### config.mk
export PLATFORM = sky130hd
export DESIGN_NAME = prog_loader
export DESIGN_NICKNAME = d
export VERILOG_FILES = /design/src/rtl/prog_loader_pkg.sv /design/src/rtl/prog_loader_sat_counter.sv /design/src/rtl/prog_loader.sv
export SDC_FILE = /design/constraint.sdc
export NUM_CORES = 1
export LEC_CHECK = 0
export BUFFER_PORTS_ARGS = -buffer_cell sky130_fd_sc_hd__buf_2
export CORE_AREA = 2 2 99 101
export DETAILED_ROUTE_END_ITERATION = 7
export DIE_AREA = 0 0 101 103
export GPL_ROUTABILITY_DRIVEN = 0
export GPL_TIMING_DRIVEN = 1
export SLEW_MARGIN = 15
export SYNTH_ARGS = -nofsm -noshare
export SYNTH_HDL_FRONTEND = slang
export SYNTH_SLANG_ARGS = --single-unit
export TNS_END_PERCENT = 10
### constraint.sdc
create_clock -name clk -period 2.6 [get_ports clk]
set_input_delay 0.26 -clock clk [delete_from_list [all_inputs] [get_ports clk]]
set_output_delay 0.26 -clock clk [all_outputs]
set_load 0.01 [all_outputs]
### src/rtl/prog_loader_pkg.sv
// Shared types for the program loader: sequencer states and error codes.
package prog_loader_pkg;

    typedef enum logic [2:0] {
        PL_IDLE    = 3'd0,
        PL_LOAD    = 3'd1,
        PL_RELEASE = 3'd2,
        PL_RUN     = 3'd3,
        PL_DONE    = 3'd4
    } pl_state_t;

    localparam logic [1:0] PL_ERR_NONE = 2'b00;
    localparam logic [1:0] PL_ERR_OVF  = 2'b01;
    localparam logic [1:0] PL_ERR_TMO  = 2'b10;

endpackage

### src/rtl/prog_loader_sat_counter.sv
// Up-counter with synchronous clear that sticks at its all-ones value.
module sat_counter #(
    parameter int WIDTH = 16
) (
    input  logic             clk,
    input  logic             rst_n,
    input  logic             clr,
    input  logic             en,
    output logic [WIDTH-1:0] count
);

    always_ff @(posedge clk or negedge rst_n) begin
        if (!rst_n) begin
            count <= '0;
        end else if (clr) begin
            count <= '0;
        end else if (en && (count != {WIDTH{1'b1}})) begin
            count <= count + WIDTH'(1);
        end
    end

endmodule

### src/rtl/prog_loader.sv
// Program loader / run sequencer: streams an image into instruction memory, releases
// the core, counts run cycles. Define PROG_LOADER_TIMEOUT_EN to enable the RUN watchdog.
module prog_loader
    import prog_loader_pkg::*;
#(
    parameter int          D   = 12,
    parameter int          W   = 9,
    parameter int          CW  = 16,
    parameter int unsigned TMO = 16'hFFFF
) (
    input  logic          clk,
    input  logic          reset,
    input  logic          start,
    input  logic          ld_valid,
    input  logic [W-1:0]  ld_data,
    input  logic          ld_last,
    output logic          ld_ready,
    output logic          imem_we,
    output logic [D-1:0]  imem_addr,
    output logic [W-1:0]  imem_wdata,
    output logic          core_reset,
    output logic          core_req,
    input  logic          core_done,
    output logic          busy,
    output logic          finished,
    output logic [CW-1:0] cycles,
    output logic [1:0]    err
);

    pl_state_t    state, state_nxt;
    logic         rel_phase;
    logic [D-1:0] ptr;
    logic [1:0]   err_q, err_nxt;
    logic         go, xfer, ptr_last, cnt_en, tmo_hit;

    assign go       = start && ((state == PL_IDLE) || (state == PL_DONE));
    assign ld_ready = (state == PL_LOAD);
    assign xfer     = ld_ready && ld_valid;
    assign ptr_last = (ptr == {D{1'b1}});

`ifdef PROG_LOADER_TIMEOUT_EN
    assign tmo_hit = (cycles == CW'(TMO));
`else
    logic unused_tmo;
    assign unused_tmo = ^TMO;
    assign tmo_hit    = 1'b0;
`endif

    always_comb begin
        state_nxt = state;
        err_nxt   = err_q;
        cnt_en    = 1'b0;
        case (state)
            PL_IDLE, PL_DONE: begin
                if (go) begin
                    state_nxt = PL_LOAD;
                    err_nxt   = PL_ERR_NONE;
                end
            end
            PL_LOAD: begin
                if (xfer) begin
                    if (ld_last) begin
                        state_nxt = PL_RELEASE;
                    end else if (ptr_last) begin
                        state_nxt = PL_DONE;
                        err_nxt   = PL_ERR_OVF;
                    end
                end
            end
            PL_RELEASE: begin
                if (rel_phase) state_nxt = PL_RUN;
            end
            PL_RUN: begin
                // done has priority so its own cycle is never counted
                if (core_done) begin
                    state_nxt = PL_DONE;
                end else if (tmo_hit) begin
                    state_nxt = PL_DONE;
                    err_nxt   = PL_ERR_TMO;
                end else begin
                    cnt_en = 1'b1;
                end
            end
            default: state_nxt = PL_IDLE;
        endcase
    end

    always_ff @(posedge clk or negedge reset) begin
        if (!reset) begin
            state      <= PL_IDLE;
            rel_phase  <= 1'b0;
            ptr        <= '0;
            err_q      <= PL_ERR_NONE;
            imem_we    <= 1'b0;
            imem_addr  <= '0;
            imem_wdata <= '0;
        end else begin
            state     <= state_nxt;
            err_q     <= err_nxt;
            rel_phase <= (state == PL_RELEASE) && !rel_phase;
            imem_we   <= xfer;
            if (go) begin
                ptr <= '0;
            end else if (xfer) begin
                ptr <= ptr + D'(1);
            end
            if (xfer) begin
                imem_addr  <= ptr;
                imem_wdata <= ld_data;
            end
        end
    end

    sat_counter #(.WIDTH(CW)) u_cycles (
        .clk   (clk),
        .rst_n (reset),
        .clr   (go),
        .en    (cnt_en),
        .count (cycles)
    );

    // Core stays in reset through loading and the first release cycle.
    assign core_reset = (state == PL_IDLE) || (state == PL_LOAD) ||
                        ((state == PL_RELEASE) && !rel_phase);
    assign core_req   = (state == PL_RELEASE) && rel_phase;
    assign busy       = (state == PL_LOAD) || (state == PL_RELEASE) || (state == PL_RUN);
    assign finished   = (state == PL_DONE);
    assign err        = err_q;

endmodule

Yosys cells after proc, flatten, opt, wreduce, memory -nomap -nowiden
Cells that the tools add are included.
{"block": "word_totals", "ff_bits": 56, "in_bits": 15, "output_inout_bits": 45, "word_cells": 59}
{"block": "classes", "n_addsub": 2, "n_eq_ne": 13, "n_mux": 18, "n_reduce_logical": 18}
{"operator": "$mux 16", "n": 2}
{"operator": "$mux 12", "n": 2}
{"operator": "$mux 3", "n": 6}
{"operator": "$add 16x1->16 const B", "n": 1}
{"operator": "$ne 16x16->1 const B", "n": 1}
{"operator": "$add 12x1->12 const B", "n": 1}
{"operator": "$eq 12x12->1 const B", "n": 1}
{"operator": "$pmux 3 s4", "n": 1}
{"operator": "$reduce_and 5->1", "n": 2}
{"operator": "$mux 2", "n": 4}
{"operator": "$ne 2x2->1 const B", "n": 4}
{"operator": "$eq 3x2->1 const B", "n": 2}
{"operator": "$reduce_bool 2->1", "n": 3}
{"operator": "$logic_and 1x1->1", "n": 5}
{"operator": "$logic_or 1x1->1", "n": 5}
{"operator": "$ne 2x1->1 const B", "n": 2}
{"operator": "$pmux 2 s2", "n": 1}
{"operator": "$eq 3x1->1 const B", "n": 1}
{"operator": "$eq 3x3->1 const B", "n": 1}
{"operator": "$logic_not 3->1", "n": 1}
{"operator": "$ne 3x2->1 const B", "n": 1}
{"operator": "$mux 1", "n": 2}
{"operator": "$reduce_or 2->1", "n": 1}
{"operator": "$logic_not 1->1", "n": 1}

Depth between registers and ports, before layout
{"block": "logic_depth", "word_depth": 5, "depth_mapped": 6, "mapped_depth_nobuf": 5}

Modules after synthesis
A second synthesis with hierarchy kept.
{"block": "unflattened", "cells_unflattened": 290, "area_unflattened_um2": 2751.4}
{"module": "prog_loader", "n_inst": 1, "cells_per_inst": 192, "area_per_inst_um2": 1809.2, "seq_area_each_um2": 975.9}
{"module": "sat_counter", "n_inst": 1, "cells_per_inst": 98, "area_per_inst_um2": 942.2, "seq_area_each_um2": 400.4}

Worst setup path before layout
OpenSTA, ideal clock, no wires.
{"block": "synth_timing", "path_kind": "reg-to-reg", "startpoint": "register u_cycles.count[6]", "endpoint": "register u_cycles.count[15]", "setup_ns": 0.126, "arrival_ns": 1.754, "t_required_ns": 2.474, "path_slack_ns": 0.721, "stages_incl_launch_ff": 6, "path_buffers": 1, "synth_period_minus_slack_ns": 1.879, "cell_sequence": "dfrtp_1 -> nand3_2 -> or3_1 -> buf_6 -> or3_1 -> o311a_1"}
{"block": "synth_via", "elab_chain_len": 3, "elab_cells_between_ends": 6, "cone_classes": "1 x add/sub; 1 x eq/ne; 2 x mux; 2 x reduce/logical"}
{"item": "start: declaration", "line_no": "prog_loader_sat_counter.sv:9", "text": "output logic [WIDTH-1:0] count"}
{"item": "start signal: assignment", "line_no": "prog_loader_sat_counter.sv:18", "text": "count <= count + WIDTH'(1);"}
{"item": "$add 16x1->16 or $ne 16x16->1 (tied branches)", "line_no": "prog_loader_sat_counter.sv:18, prog_loader_sat_counter.sv:17"}
{"item": "$mux 16 or $logic_and 1x1->1 (tied branches)", "line_no": "prog_loader_sat_counter.sv:17", "text": "end else if (en && (count != {WIDTH{1'b1}})) begin"}
{"item": "$mux 16 or $reduce_bool 2->1 (tied branches)"}
Parallel ways exist; a longest one is shown, timed or not. The select of a mux whose other input is x is not followed.
A chain may end at the register's enable or synchronous reset.

Worst setup path in the final report
{"block": "layout_timing", "startpoint": "register state[2]", "endpoint": "register u_cycles.count[15]"}
{"block": "layout_via", "elab_chain_len": 4, "elab_cells_between_ends": 9, "cone_classes": "2 x eq/ne; 2 x mux; 5 x reduce/logical"}
{"item": "start: declaration", "line_no": "prog_loader.sv:30", "text": "pl_state_t state, state_nxt;"}
{"item": "start signal: assignment", "line_no": "prog_loader.sv:98", "text": "state <= state_nxt;"}
{"item": "$eq 3x2->1, or another cell as far along", "line_no": "prog_loader.sv:53", "text": "case (state)"}
{"item": "$mux 1 or $logic_or 1x1->1 (tied branches)", "line_no": "prog_loader.sv:53, prog_loader.sv:36"}
{"item": "$logic_and 1x1->1, on equally long branches", "line_no": "prog_loader_sat_counter.sv:17, prog_loader.sv:36"}
{"item": "$reduce_bool 2->1 (no line) or $mux 16 (tied branches)"}
Parallel ways exist; a longest one is shown, timed or not.

==> impl_metrics.env <==
export IMPL_dp_final_hpwl_mm=4.25
export IMPL_cts_tree="done"
export IMPL_cp_required_ns=2.80
export IMPL_path_buf_inv=0
export IMPL_critical_path_class="reg2reg"
export IMPL_vias_per_cell=5.00
export IMPL_syn_area_per_cell_sq_um=10.8
export IMPL_clockBufferDepth=2
export IMPL_crit_path_end_kind="register"
export IMPL_register_area_sq_um=1380
export IMPL_cts_sinks=55
export IMPL_crit_slowest_cell="dfrtp_1"
export IMPL_drt_iter0_drc=50
export IMPL_worst_pin_slew_ns=0.628
export IMPL_hold_violations=0
export IMPL_fin_worst_skew_ns=0.0121
export IMPL_dp_slack_ns=0.490
export IMPL_worstSkewPairLatency_ns=0.31
export IMPL_min_path_type="in2reg"
export IMPL_antenna_left=0
export IMPL_cts_root_buffer="clkbuf_8"
export IMPL_grt_antenna_before_repair=0
export IMPL_slew_viol_final=0
export IMPL_firstDrtPassIters=4
export IMPL_drc_errors=0
export IMPL_crit_fanout=14
export IMPL_synthDistinctLibCells=47
export IMPL_initial_core_util_pct=27.9
export IMPL_rsz0062_at_grt="no"
export IMPL_netlist_area_sq_um=2640
export IMPL_wirelength_mm=5.92
export IMPL_area_growth_syn_to_layout_pct=20.1
export IMPL_numPortBuffers=58
export IMPL_synth_flop_cell="dfrtp_1"
export IMPL_h_tree_depth=2
export IMPL_setup_slack_ns=0.512
export IMPL_ys_ff_latch=55
export IMPL_antennaDiodeCount=0
export IMPL_finalSetupViolations=0
export IMPL_grtUsageMet2_pct=19.1
export IMPL_powerDensity_nw_per_um2=799
export IMPL_grt_max_degree=24
export IMPL_num_rows=36
export IMPL_gr_usage_met1_pct=15.1
export IMPL_yosysSeqAreaShare_pct=52.1
export IMPL_relSlewSlack_pct=57.7
export IMPL_ys_async_sr_fraction_pct=100
export IMPL_maxCapViolations=0
export IMPL_post_route_period_util_pct=80.3
export IMPL_cts_setup_buffers=0
export IMPL_coreArea_sq_um=9460
export IMPL_vias=2092
export IMPL_max_freq_mhz=479
export IMPL_nNetsFinal=321
export IMPL_syn_num_nets=261
export IMPL_ir_worst_vdd_mv=0.387
export IMPL_grt_pass1_vias=1990
export IMPL_die_area_sq_um=10400
export IMPL_ios=60
export IMPL_tns_ns=0
export IMPL_syn_instance_count=244
export IMPL_synth_edf_count=0
export IMPL_cts_hold_buffers_added=1
export IMPL_worstPathArrival_ns=2.29
export IMPL_post_cts_resized=0
export IMPL_p_leak_nw=1.44
export IMPL_grt_use_total_pct=11.6
export IMPL_crit_family="simple AND/OR/NAND/NOR gates"
export IMPL_path_clk_slew_ns=0.10
export IMPL_die_w_um=101
export IMPL_grt_busiest_layer="met2"
export IMPL_detail_route_wl_per_cell_um=14.2
export IMPL_worstSetupStartpointType="register"
export IMPL_crit_chain="and4bb_2, nand3_1, or3_1, o311a_1"
export IMPL_yosysWarnings=0
export IMPL_die_y_um=103
export IMPL_numCtsBuffers=5
export IMPL_max_stage_delay_ns=0.52
export IMPL_nFillCells=981
export IMPL_grt_first_pass_wirelength_mm=9.67
export IMPL_multi_input_area_sq_um=1180
export IMPL_use_met3_pct=3.39
export IMPL_status="complete, no violations"
export IMPL_drive_above_1_share_pct=32.6
export IMPL_gr_total_overflow=0
export IMPL_final_min_clock_period_ns=2.09
==> synthesized netlist by cell type, types with 2 or more instances <==
cell,n,area [sq um]
mux2_2,21,236
nor2_1,12,45.0
nand4_1,9,56.3
ha_1,2,25.0
and4_1,2,17.5
mux2i_1,3,30.0
o311a_1,2,20.0
xnor2_1,3,26.3
o21ai_0,7,35.0
or3b_2,2,17.5
inv_1,8,30.0
o31a_1,2,17.5
nand3_1,8,40.0
dfrtp_1,55,1380
nor3_1,7,35.0
buf_2,3,15.0
and4bb_2,2,25.0
and2_1,3,18.8
a21oi_1,15,75.1
nor4_1,7,43.8
o41ai_1,3,26.3
nand2b_1,2,12.5
o21a_1,2,15.0
clkbuf_1,7,26.3
o211ai_1,2,15.0
nand2_1,15,56.3
or4_1,5,37.5
or3_1,7,43.8
xor2_1,4,35.0
o31ai_1,6,45.0
or2_2,2,12.5
==> report_power, final <==
| group | leakage (nW) | switching (mW) | internal [mW] | total, mW |
|---|---|---|---|---|
| clock network | 0.0513 | 0.279 | 0.283 | 0.562 |
| logic | 0.648 | 0.425 | 0.379 | 0.805 |
| registers | 0.738 | 0.156 | 1.01 | 1.17 |
==> metal layers <==
| layer | part of all wire (%) | up-vias |
|---|---|---|
| met5 | 0 | - |
| met2 | 46 | 50 |
| met1 | 47 | 1017 |
| met3 | 6.5 | 7 |
| met4 | 1.1 | 0 |
| li1 | - | 1018 |
==> worst paths after layout <==
kind | from | to | slack [ns] | depth (start not counted)
max | state[2]$_DFFE_PN0P_ | u_cycles.count[15]$_DFFE_PN0P_ | 0.51 | 4
min | ld_data[4] | imem_wdata[4]$_DFFE_PN0P_ | 0.18 | 2
max reg2reg | state[2]$_DFFE_PN0P_ | u_cycles.count[15]$_DFFE_PN0P_ | 0.51 | 4
min reg2reg | rel_phase$_DFF_PN0_ | rel_phase$_DFF_PN0_ | 0.48 | 1
max in group asynchronous | reset | imem_addr[6]$_DFFE_PN0P_ | 1.48 | 3
min in group asynchronous | reset | u_cycles.count[8]$_DFFE_PN0P_ | 0.45 | 2
==> flip-flops by register name, indices dropped and copies added, names as in the netlist <==
name            count
rel_phase           1
err                 1
u_cycles.count     16
ptr                12
imem_addr          12
state               3
imem_we             1
imem_wdata          9
==> through the flow <==
step | hold WS, ns | utilization [%] | power (mW) | instances | area (sq um)
final | 0.178 | 33.5 | 2.54 | 418 | 3170
after global routing | 0.164 | 33.5 | 2.71 | 418 | 3170
after CTS | 0.164 | 33.5 | 2.58 | 418 | 3170
after detailed placement | 0.282 | 32.4 | 2.00 | 410 | 3060
after global placement | 0.266 | 32.4 | 1.98 | 410 | 3060
after floorplan | -0.0356 | - | 1.70 | 244 | 2640
==> cells in the final DEF, fill, tap and decap left out, drive strengths merged, types with 3 or more instances in the layout <==
cell type and count:
nor4 7, nand3 9, nor3 7, clkbuf 6
xnor2 3, o31ai 6, mux2i 3, a21oi 15
nand2 15, o41ai 3, inv 8, or4 5
and2 3, dfrtp 55, buf 64, nand4 9
mux2 21, xor2 4, nor2 12, or3 8
o21ai 7
==> cells by family (layout without fill, tap and decap cells) <==
| group | after synthesis | in the layout | synth area share [%] |
|---|---|---|---|
| fa+ha+maj | 2 | 2 | 0.947 |
| other cells | 1 | 1 | 0.142 |
| compound gates | 46 | 46 | 11.7 |
| xor+xnor | 7 | 7 | 2.32 |
| flops | 55 | 55 | 52.1 |
| buf+inv | 20 | 80 | 3.41 |
| mux | 24 | 24 | 10.1 |
| simple gates | 89 | 89 | 19.3 |
==> layout make-up <==
cell class                 instances  share of cell area [%]
inverter                           8                   0.946
clock buffer                       6                    2.29
tap                              114                    4.50
multi-input combinational        169                    37.1
clock inverter                     1                   0.946
sequential                        55                    43.4
timing repair buffer              65                    10.9
Power figures use the tool's default switching activity.
